--- src/rtl/mc_pkg.sv ---
// Shared constants and control-vector type for the multicycle MIPS sequencer.
// Optional jump support is controlled by the MC_SEQ_JUMP_EN macro.
package mc_pkg;

    localparam logic [3:0] ST_FETCH    = 4'd0;
    localparam logic [3:0] ST_DECODE   = 4'd1;
    localparam logic [3:0] ST_MEMADR   = 4'd2;
    localparam logic [3:0] ST_MEMRD    = 4'd3;
    localparam logic [3:0] ST_MEMWB    = 4'd4;
    localparam logic [3:0] ST_MEMWR    = 4'd5;
    localparam logic [3:0] ST_RTYPE_EX = 4'd6;
    localparam logic [3:0] ST_ALUWB    = 4'd7;
    localparam logic [3:0] ST_BEQ      = 4'd8;
    localparam logic [3:0] ST_ADDI_EX  = 4'd9;
    localparam logic [3:0] ST_ADDI_WB  = 4'd10;
    localparam logic [3:0] ST_JUMP     = 4'd11;
    localparam logic [3:0] ST_TRAP     = 4'd15;

    localparam logic [5:0] OP_RTYPE = 6'd0;
    localparam logic [5:0] OP_J     = 6'd2;
    localparam logic [5:0] OP_BEQ   = 6'd4;
    localparam logic [5:0] OP_ADDI  = 6'd8;
    localparam logic [5:0] OP_LW    = 6'd35;
    localparam logic [5:0] OP_SW    = 6'd43;

    localparam logic [1:0] ALUOP_ADD   = 2'b00;
    localparam logic [1:0] ALUOP_SUB   = 2'b01;
    localparam logic [1:0] ALUOP_FUNCT = 2'b10;

    localparam logic [1:0] SRCB_REG     = 2'b00;
    localparam logic [1:0] SRCB_FOUR    = 2'b01;
    localparam logic [1:0] SRCB_IMM     = 2'b10;
    localparam logic [1:0] SRCB_IMM_SH2 = 2'b11;

    localparam logic [1:0] PCSRC_ALU    = 2'b00;
    localparam logic [1:0] PCSRC_ALUOUT = 2'b01;
    localparam logic [1:0] PCSRC_JUMP   = 2'b10;

    typedef struct packed {
        logic       mem_req;
        logic       iord;
        logic       mem_write;
        logic       ir_write;
        logic       reg_dst;
        logic       mem_to_reg;
        logic       reg_write;
        logic       alu_src_a;
        logic [1:0] alu_src_b;
        logic [1:0] alu_op;
        logic [1:0] pc_src;
        logic       pc_en;
        logic       illegal;
    } ctrl_t;

    // States whose exit into FETCH completes an instruction.
    function automatic logic retires_on_exit(input logic [3:0] st);
        return (st == ST_MEMWB) || (st == ST_MEMWR) || (st == ST_ALUWB) ||
               (st == ST_BEQ) || (st == ST_ADDI_WB) || (st == ST_JUMP);
    endfunction

endpackage

--- src/rtl/mc_seq_outdec.sv ---
// Combinational decode of sequencer state plus memory/zero handshakes into
// the datapath control vector. JUMP decode exists only with MC_SEQ_JUMP_EN.
module mc_seq_outdec
    import mc_pkg::*;
(
    input  logic [3:0] state,
    input  logic       reset,
    input  logic       mem_ready,
    input  logic       zero,
    output ctrl_t      ctrl
);

    always_comb begin
        // NOTE: default every field first so no path through the case infers a latch.
        ctrl = '0;
        if (!reset) begin
            unique case (state)
                ST_FETCH: begin
                    ctrl.mem_req   = 1'b1;
                    ctrl.alu_src_b = SRCB_FOUR;
                    ctrl.alu_op    = ALUOP_ADD;
                    ctrl.pc_src    = PCSRC_ALU;
                    ctrl.ir_write  = mem_ready;
                    ctrl.pc_en     = mem_ready;
                end
                ST_DECODE: begin
                    ctrl.alu_src_b = SRCB_IMM_SH2;
                    ctrl.alu_op    = ALUOP_ADD;
                end
                ST_MEMADR, ST_ADDI_EX: begin
                    ctrl.alu_src_a = 1'b1;
                    ctrl.alu_src_b = SRCB_IMM;
                    ctrl.alu_op    = ALUOP_ADD;
                end
                ST_MEMRD: begin
                    ctrl.mem_req = 1'b1;
                    ctrl.iord    = 1'b1;
                end
                ST_MEMWB: begin
                    ctrl.mem_to_reg = 1'b1;
                    ctrl.reg_write  = 1'b1;
                end
                ST_MEMWR: begin
                    ctrl.mem_req   = 1'b1;
                    ctrl.iord      = 1'b1;
                    ctrl.mem_write = 1'b1;
                end
                ST_RTYPE_EX: begin
                    ctrl.alu_src_a = 1'b1;
                    ctrl.alu_src_b = SRCB_REG;
                    ctrl.alu_op    = ALUOP_FUNCT;
                end
                ST_ALUWB: begin
                    ctrl.reg_dst   = 1'b1;
                    ctrl.reg_write = 1'b1;
                end
                ST_BEQ: begin
                    ctrl.alu_src_a = 1'b1;
                    ctrl.alu_src_b = SRCB_REG;
                    ctrl.alu_op    = ALUOP_SUB;
                    ctrl.pc_src    = PCSRC_ALUOUT;
                    ctrl.pc_en     = zero;
                end
                ST_ADDI_WB: begin
                    ctrl.reg_write = 1'b1;
                end
`ifdef MC_SEQ_JUMP_EN
                ST_JUMP: begin
                    ctrl.pc_src = PCSRC_JUMP;
                    ctrl.pc_en  = 1'b1;
                end
`endif
                ST_TRAP: begin
                    ctrl.illegal = 1'b1;
                end
                default: ctrl = '0;
            endcase
        end
    end

endmodule

--- src/rtl/mc_sequencer.sv ---
// Multicycle MIPS control sequencer: state register, next-state logic and
// retired-instruction counter. Define MC_SEQ_JUMP_EN to decode j (opcode 2).
module mc_sequencer
    import mc_pkg::*;
#(
    parameter int CNT_W = 32
) (
    input  logic             clock,
    input  logic             reset,
    input  logic [5:0]       opcode,
    input  logic             zero,
    input  logic             mem_ready,
    output logic             mem_req,
    output logic             IorD,
    output logic             MemWrite,
    output logic             IRWrite,
    output logic             RegDst,
    output logic             MemtoReg,
    output logic             RegWrite,
    output logic             ALUSrcA,
    output logic [1:0]       ALUSrcB,
    output logic [1:0]       ALUOp,
    output logic [1:0]       PCSrc,
    output logic             pc_en,
    output logic             illegal,
    output logic [3:0]       state,
    output logic [CNT_W-1:0] retired
);

    logic [3:0]       r_state;
    logic [CNT_W-1:0] r_retired;
    logic [3:0]       w_next;
    ctrl_t            w_ctrl;

    always_comb begin
        w_next = r_state;
        unique case (r_state)
            ST_FETCH:    if (mem_ready) w_next = ST_DECODE;
            ST_DECODE: begin
                unique case (opcode)
                    OP_LW, OP_SW: w_next = ST_MEMADR;
                    OP_RTYPE:     w_next = ST_RTYPE_EX;
                    OP_BEQ:       w_next = ST_BEQ;
                    OP_ADDI:      w_next = ST_ADDI_EX;
`ifdef MC_SEQ_JUMP_EN
                    OP_J:         w_next = ST_JUMP;
`endif
                    default:      w_next = ST_TRAP;
                endcase
            end
            ST_MEMADR:   w_next = (opcode == OP_LW) ? ST_MEMRD : ST_MEMWR;
            ST_MEMRD:    if (mem_ready) w_next = ST_MEMWB;
            ST_MEMWR:    if (mem_ready) w_next = ST_FETCH;
            ST_RTYPE_EX: w_next = ST_ALUWB;
            ST_ADDI_EX:  w_next = ST_ADDI_WB;
            ST_MEMWB, ST_ALUWB, ST_BEQ, ST_ADDI_WB: w_next = ST_FETCH;
`ifdef MC_SEQ_JUMP_EN
            ST_JUMP:     w_next = ST_FETCH;
`endif
            ST_TRAP:     w_next = ST_TRAP;
            // Unused encodings are treated as corruption and trapped.
            default:     w_next = ST_TRAP;
        endcase
    end

    always_ff @(posedge clock) begin
        // NOTE: non-blocking assignments keep every register sampling pre-edge values.
        if (reset) begin
            r_state   <= ST_FETCH;
            r_retired <= '0;
        end else begin
            r_state <= w_next;
            if (w_next == ST_FETCH && retires_on_exit(r_state))
                r_retired <= r_retired + CNT_W'(1);
        end
    end

    mc_seq_outdec u_outdec (
        .state     (r_state),
        .reset     (reset),
        .mem_ready (mem_ready),
        .zero      (zero),
        .ctrl      (w_ctrl)
    );

    assign mem_req  = w_ctrl.mem_req;
    assign IorD     = w_ctrl.iord;
    assign MemWrite = w_ctrl.mem_write;
    assign IRWrite  = w_ctrl.ir_write;
    assign RegDst   = w_ctrl.reg_dst;
    assign MemtoReg = w_ctrl.mem_to_reg;
    assign RegWrite = w_ctrl.reg_write;
    assign ALUSrcA  = w_ctrl.alu_src_a;
    assign ALUSrcB  = w_ctrl.alu_src_b;
    assign ALUOp    = w_ctrl.alu_op;
    assign PCSrc    = w_ctrl.pc_src;
    assign pc_en    = w_ctrl.pc_en;
    assign illegal  = w_ctrl.illegal;
    assign state    = r_state;
    assign retired  = r_retired;

endmodule

--- config.mk ---
export PLATFORM = sky130hd
export DESIGN_NAME = mc_sequencer
export DESIGN_NICKNAME = d
export VERILOG_FILES = /design/src/rtl/mc_pkg.sv /design/src/rtl/mc_seq_outdec.sv /design/src/rtl/mc_sequencer.sv
export SDC_FILE = /design/constraint.sdc
export NUM_CORES = 1
export LEC_CHECK = 0
export CORE_MARGIN = 1.5
export CORE_UTILIZATION = 23
export CTS_CLUSTER_DIAMETER = 60
export DETAILED_ROUTE_END_ITERATION = 10
export HOLD_SLACK_MARGIN = 0.15
export PLACE_DENSITY = 0.42
export SKIP_LAST_GASP = 1
export SYNTH_ARGS = -nofsm -noshare
export SYNTH_HDL_FRONTEND = slang
export SYNTH_HIERARCHICAL = 1
export SYNTH_SLANG_ARGS = --single-unit
--- constraint.sdc ---
create_clock -name clock -period 2.8 [get_ports clock]
set_input_delay 0.56 -clock clock [delete_from_list [all_inputs] [get_ports clock]]
set_output_delay 0.56 -clock clock [all_outputs]
set_load 0.02 [all_outputs]
==> results of run 1 <==
state kept, by name, indices dropped and copies added (netlist names):
name,count
retired,32
state,4
cell type report:
type / count / area (um2) / share of cell area
clock buffers: 6 / 82.6 / 0.0256
clock inverters: 2 / 10.0 / 0.00310
inverters: 12 / 45.0 / 0.0140
multi-input cells: 217 / 1390 / 0.431
flip-flops and latches: 36 / 722 / 0.224
well taps: 129 / 161 / 0.0500
repair buffers: 88 / 816 / 0.253
synthesized netlist by cell type, drive strengths merged, types with 2 or more instances:
master  number  area (um2)
a21o         4        32.5
a21oi       28         140
a22o         2        26.3
a22oi        4        35.0
and3         5        31.3
and4         5        43.8
buf          9        66.3
clkbuf       9        33.8
dfxtp       36         721
inv         12        45.0
mux2i        4        40.0
nand2       21        78.8
nand2b       4        27.5
nand3       12        65.1
nand4        8        50.1
nand4b       2        17.5
nor2        25        93.8
nor2b        4        25.0
nor3         8        40.0
nor4        13        96.3
nor4b        3        47.5
o21ai       10        50.1
o31a         2        17.5
o31ai        7        52.6
or3          5        31.3
or4         11        86.3
xnor2       12         105
through the flow:
step	instance area (um2)	hold slack (ns)	util	setup slack [ns]	TNS, ns
floorplan	2260	0.559	-	0.442	0
global placement	3130	0.486	0.334	-0.0585	-0.318
detailed placement	3130	0.494	0.334	-0.0984	-0.809
CTS	3220	0.508	0.344	0.0737	0
global route	3230	0.513	0.344	-0.0237	-0.0237
finish	3230	0.504	0.344	0.105	0
power by group:
| part | switching (mW) | internal, mW | leakage (nW) | total [mW] |
|---|---|---|---|---|
| logic | 0.584 | 0.523 | 0.715 | 1.11 |
| clock network | 0.197 | 0.197 | 0.0510 | 0.393 |
| registers | 0.0991 | 0.545 | 0.291 | 0.644 |
| total | 0.880 | 1.26 | 1.06 | 2.14 |
timing repair:
item                       4_1_cts  5_1_grt
setup endpoints to repair        0        4
hold buffers                     0        0
gates resized for setup          0        3
buffers inserted                 0        0
cell families (layout without fill, tap and decap cells):
family / after synthesis / in the layout
DFF: 36 / 36
muxes: 4 / 4
xor gates and xnor gates: 13 / 13
buffers and inverters: 30 / 108
AOI/OAI and AO/OA: 66 / 66
other: 1 / 1
adders and majority gates: 1 / 1
and+or+nand+nor: 132 / 132
layer usage:
layer  track usage  share of wire
met1         0.190           0.52
met2         0.203           0.43
met3        0.0239          0.043
met5             0              0
met4        0.0306         0.0077
worst min path at each step:
stage,startpoint,cells after the start,slack [ns],endpoint
floorplan,retired[30],2,0.56,retired[30]
global placement,retired[26],2,0.49,retired[26]
detailed placement,retired[30],2,0.49,retired[30]
CTS,retired[30],2,0.51,retired[30]
global route,retired[30],2,0.51,retired[30]
finish,retired[28],2,0.50,retired[28]
worst register-to-register path: stages (launching register included):
cell       delay (ns)
dfxtp_1          0.49
nor2_1           0.36
a2bb2oi_1        0.18
buf_4            0.19
or3_1            0.47
nor4b_1          0.41
xnor2_1          0.16
nor2_1           0.05
==> results.py, run 1 <==
metrics = {
    "global_route": {
        "antenna_found_initial": 0,
        "grt_pass1_wl_um": 10900,
        "grt_pass1_vias": 2176,
        "grt_max_degree": 37,
        "overflow": 0,
        "grt_use_total": 0.132,
    },
    "yosys": {
        "postSynth.asyncResetShare": 0,
        "synthSimpleGateAreaFrac": 0.348,
        "synthAdderAreaFrac": 0.00554,
        "ys_types": 57,
        "muxShareOfSynthArea": 0.0177,
        "syn-num-nets": 294,
        "synth-xor-area-share": 0.0504,
        "syn_inst": 283,
        "synth-seq-cells": 36,
        "synthesis.area_um2": 2260,
        "yosysWarnings": 6,
        "synth-compound-area-share": 0.193,
        "synth-edff-count": 0,
        "yosysSeqAreaShare": 0.319,
        "synth_top_family_by_area": "simple AND/OR/NAND/NOR gates",
        "syn_area_per_cell_um2": 7.98,
        "synth_flop_cell": "dfxtp_1",
    },
    "detailed_routing": {
        "drt-total-wl_um": 6610,
        "drt-vias-per-instance": 4.75,
        "vias": 2326,
        "drc_errors": 0,
        "antenna_left": 0,
        "drtIter0Drc": 64,
        "drtPass1Iterations": 4,
        "wl_per_cell_um": 13.5,
    },
    "floorplan": {
        "num_rows": 35,
        "core_um2": 9370,
        "fp.dieW_um": 102,
        "initial_core_util": 0.241,
        "io_pins": 62,
        "die-area_um2": 10400,
        "die_h_um": 102,
    },
    "clocking": {
        "cts_tree": "done",
        "insertion_delay_ns": 0.29,
        "path_clk_slew_ns": 0.08,
        "root_buffer": "clkbuf_8",
        "cts_made_buffers": 5,
        "cts.sinks": 36,
        "clock_path_buffers": 2,
        "htree_levels": 2,
    },
    "timing": {
        "min_period_ns": 2.70,
        "finalSetupViolCount": 0,
        "slew_viol_final": 0,
        "finClkSkew_ns": 0.00820,
        "slew_headroom": 0.625,
        "fmax_mhz": 371,
        "worst_pin_slew_ns": 0.562,
        "hold_viol_final": 0,
        "min_period_over_period": 0.963,
        "rsz0062_at_grt": "true",
    },
    "power_and_ir_drop": {
        "total_power_mw": 2.14,
        "ir_drop_uv": 222,
        "p_per_area_nw_per_um2": 664,
        "p_leak_nw": 1.06,
    },
    "worst_setup_path": {
        "critPathMostFrequentCell": "clkdlybuf4s50_1",
        "crit_fanout": 5,
        "worstPathBufferInverterCount": 3,
        "reg2regPathDepth": 7,
        "r2r-start": "state[2]",
        "end_kind": "output port",
        "crit_path_end": "ALUSrcB[0]",
        "criticalPathCategory": "in2out",
        "critical_path.startpoint": "reset",
        "crit_chain": "clkdlybuf4s50_1 -> buf_4 -> nor4_1 -> clkdlybuf4s50_1",
        "start_kind": "input port",
        "critical_path_required_ns": 2.24,
        "r2r_end": "retired[11]",
        "crit_cells": 4,
        "worst-endpoint-arrival_ns": 2.14,
        "cp_slowest_cell": "clkdlybuf4s50_1",
        "max_stage_delay_ns": 0.65,
        "reg2reg_slack_ns": 0.40,
        "cp_top_family": "buffers and inverters",
    },
    "final_layout": {
        "drive_gt1_frac": 0.136,
        "final_cell_mix": "58 x clkdlybuf4s50_1, 35 x dfxtp_1, 28 x a21oi_1, 28 x buf_4, 25 x nor2_1",
        "layout_commonest_cell": "clkdlybuf4s50_1",
        "finalNonFillerCells": 490,
        "antennaDiodeCount": 0,
        "nFillCells": 1044,
        "nets": 371,
        "syn2layout_area_growth_pct": 43.0,
    },
    "place": {
        "hpwl_um": 4850,
        "place.gp.congestion": 0.745,
        "port-buffer-count": 60,
        "dp_cells": 482,
    },
    "hold_path": {
        "min_path_type": "reg2reg",
    },
    "flow_run": {
        "maxCapViolCount": 0,
    },
    "status": {
        "status": "finished clean",
    },
}
(Power assumes the default switching activity.)
==> run 2, diff against run 1 <==
Settings changed: CTS_CLUSTER_SIZE set to 12.
==> results of run 2 <==
Same layout as run 1: the final DEF is identical, and so are final timing and power.
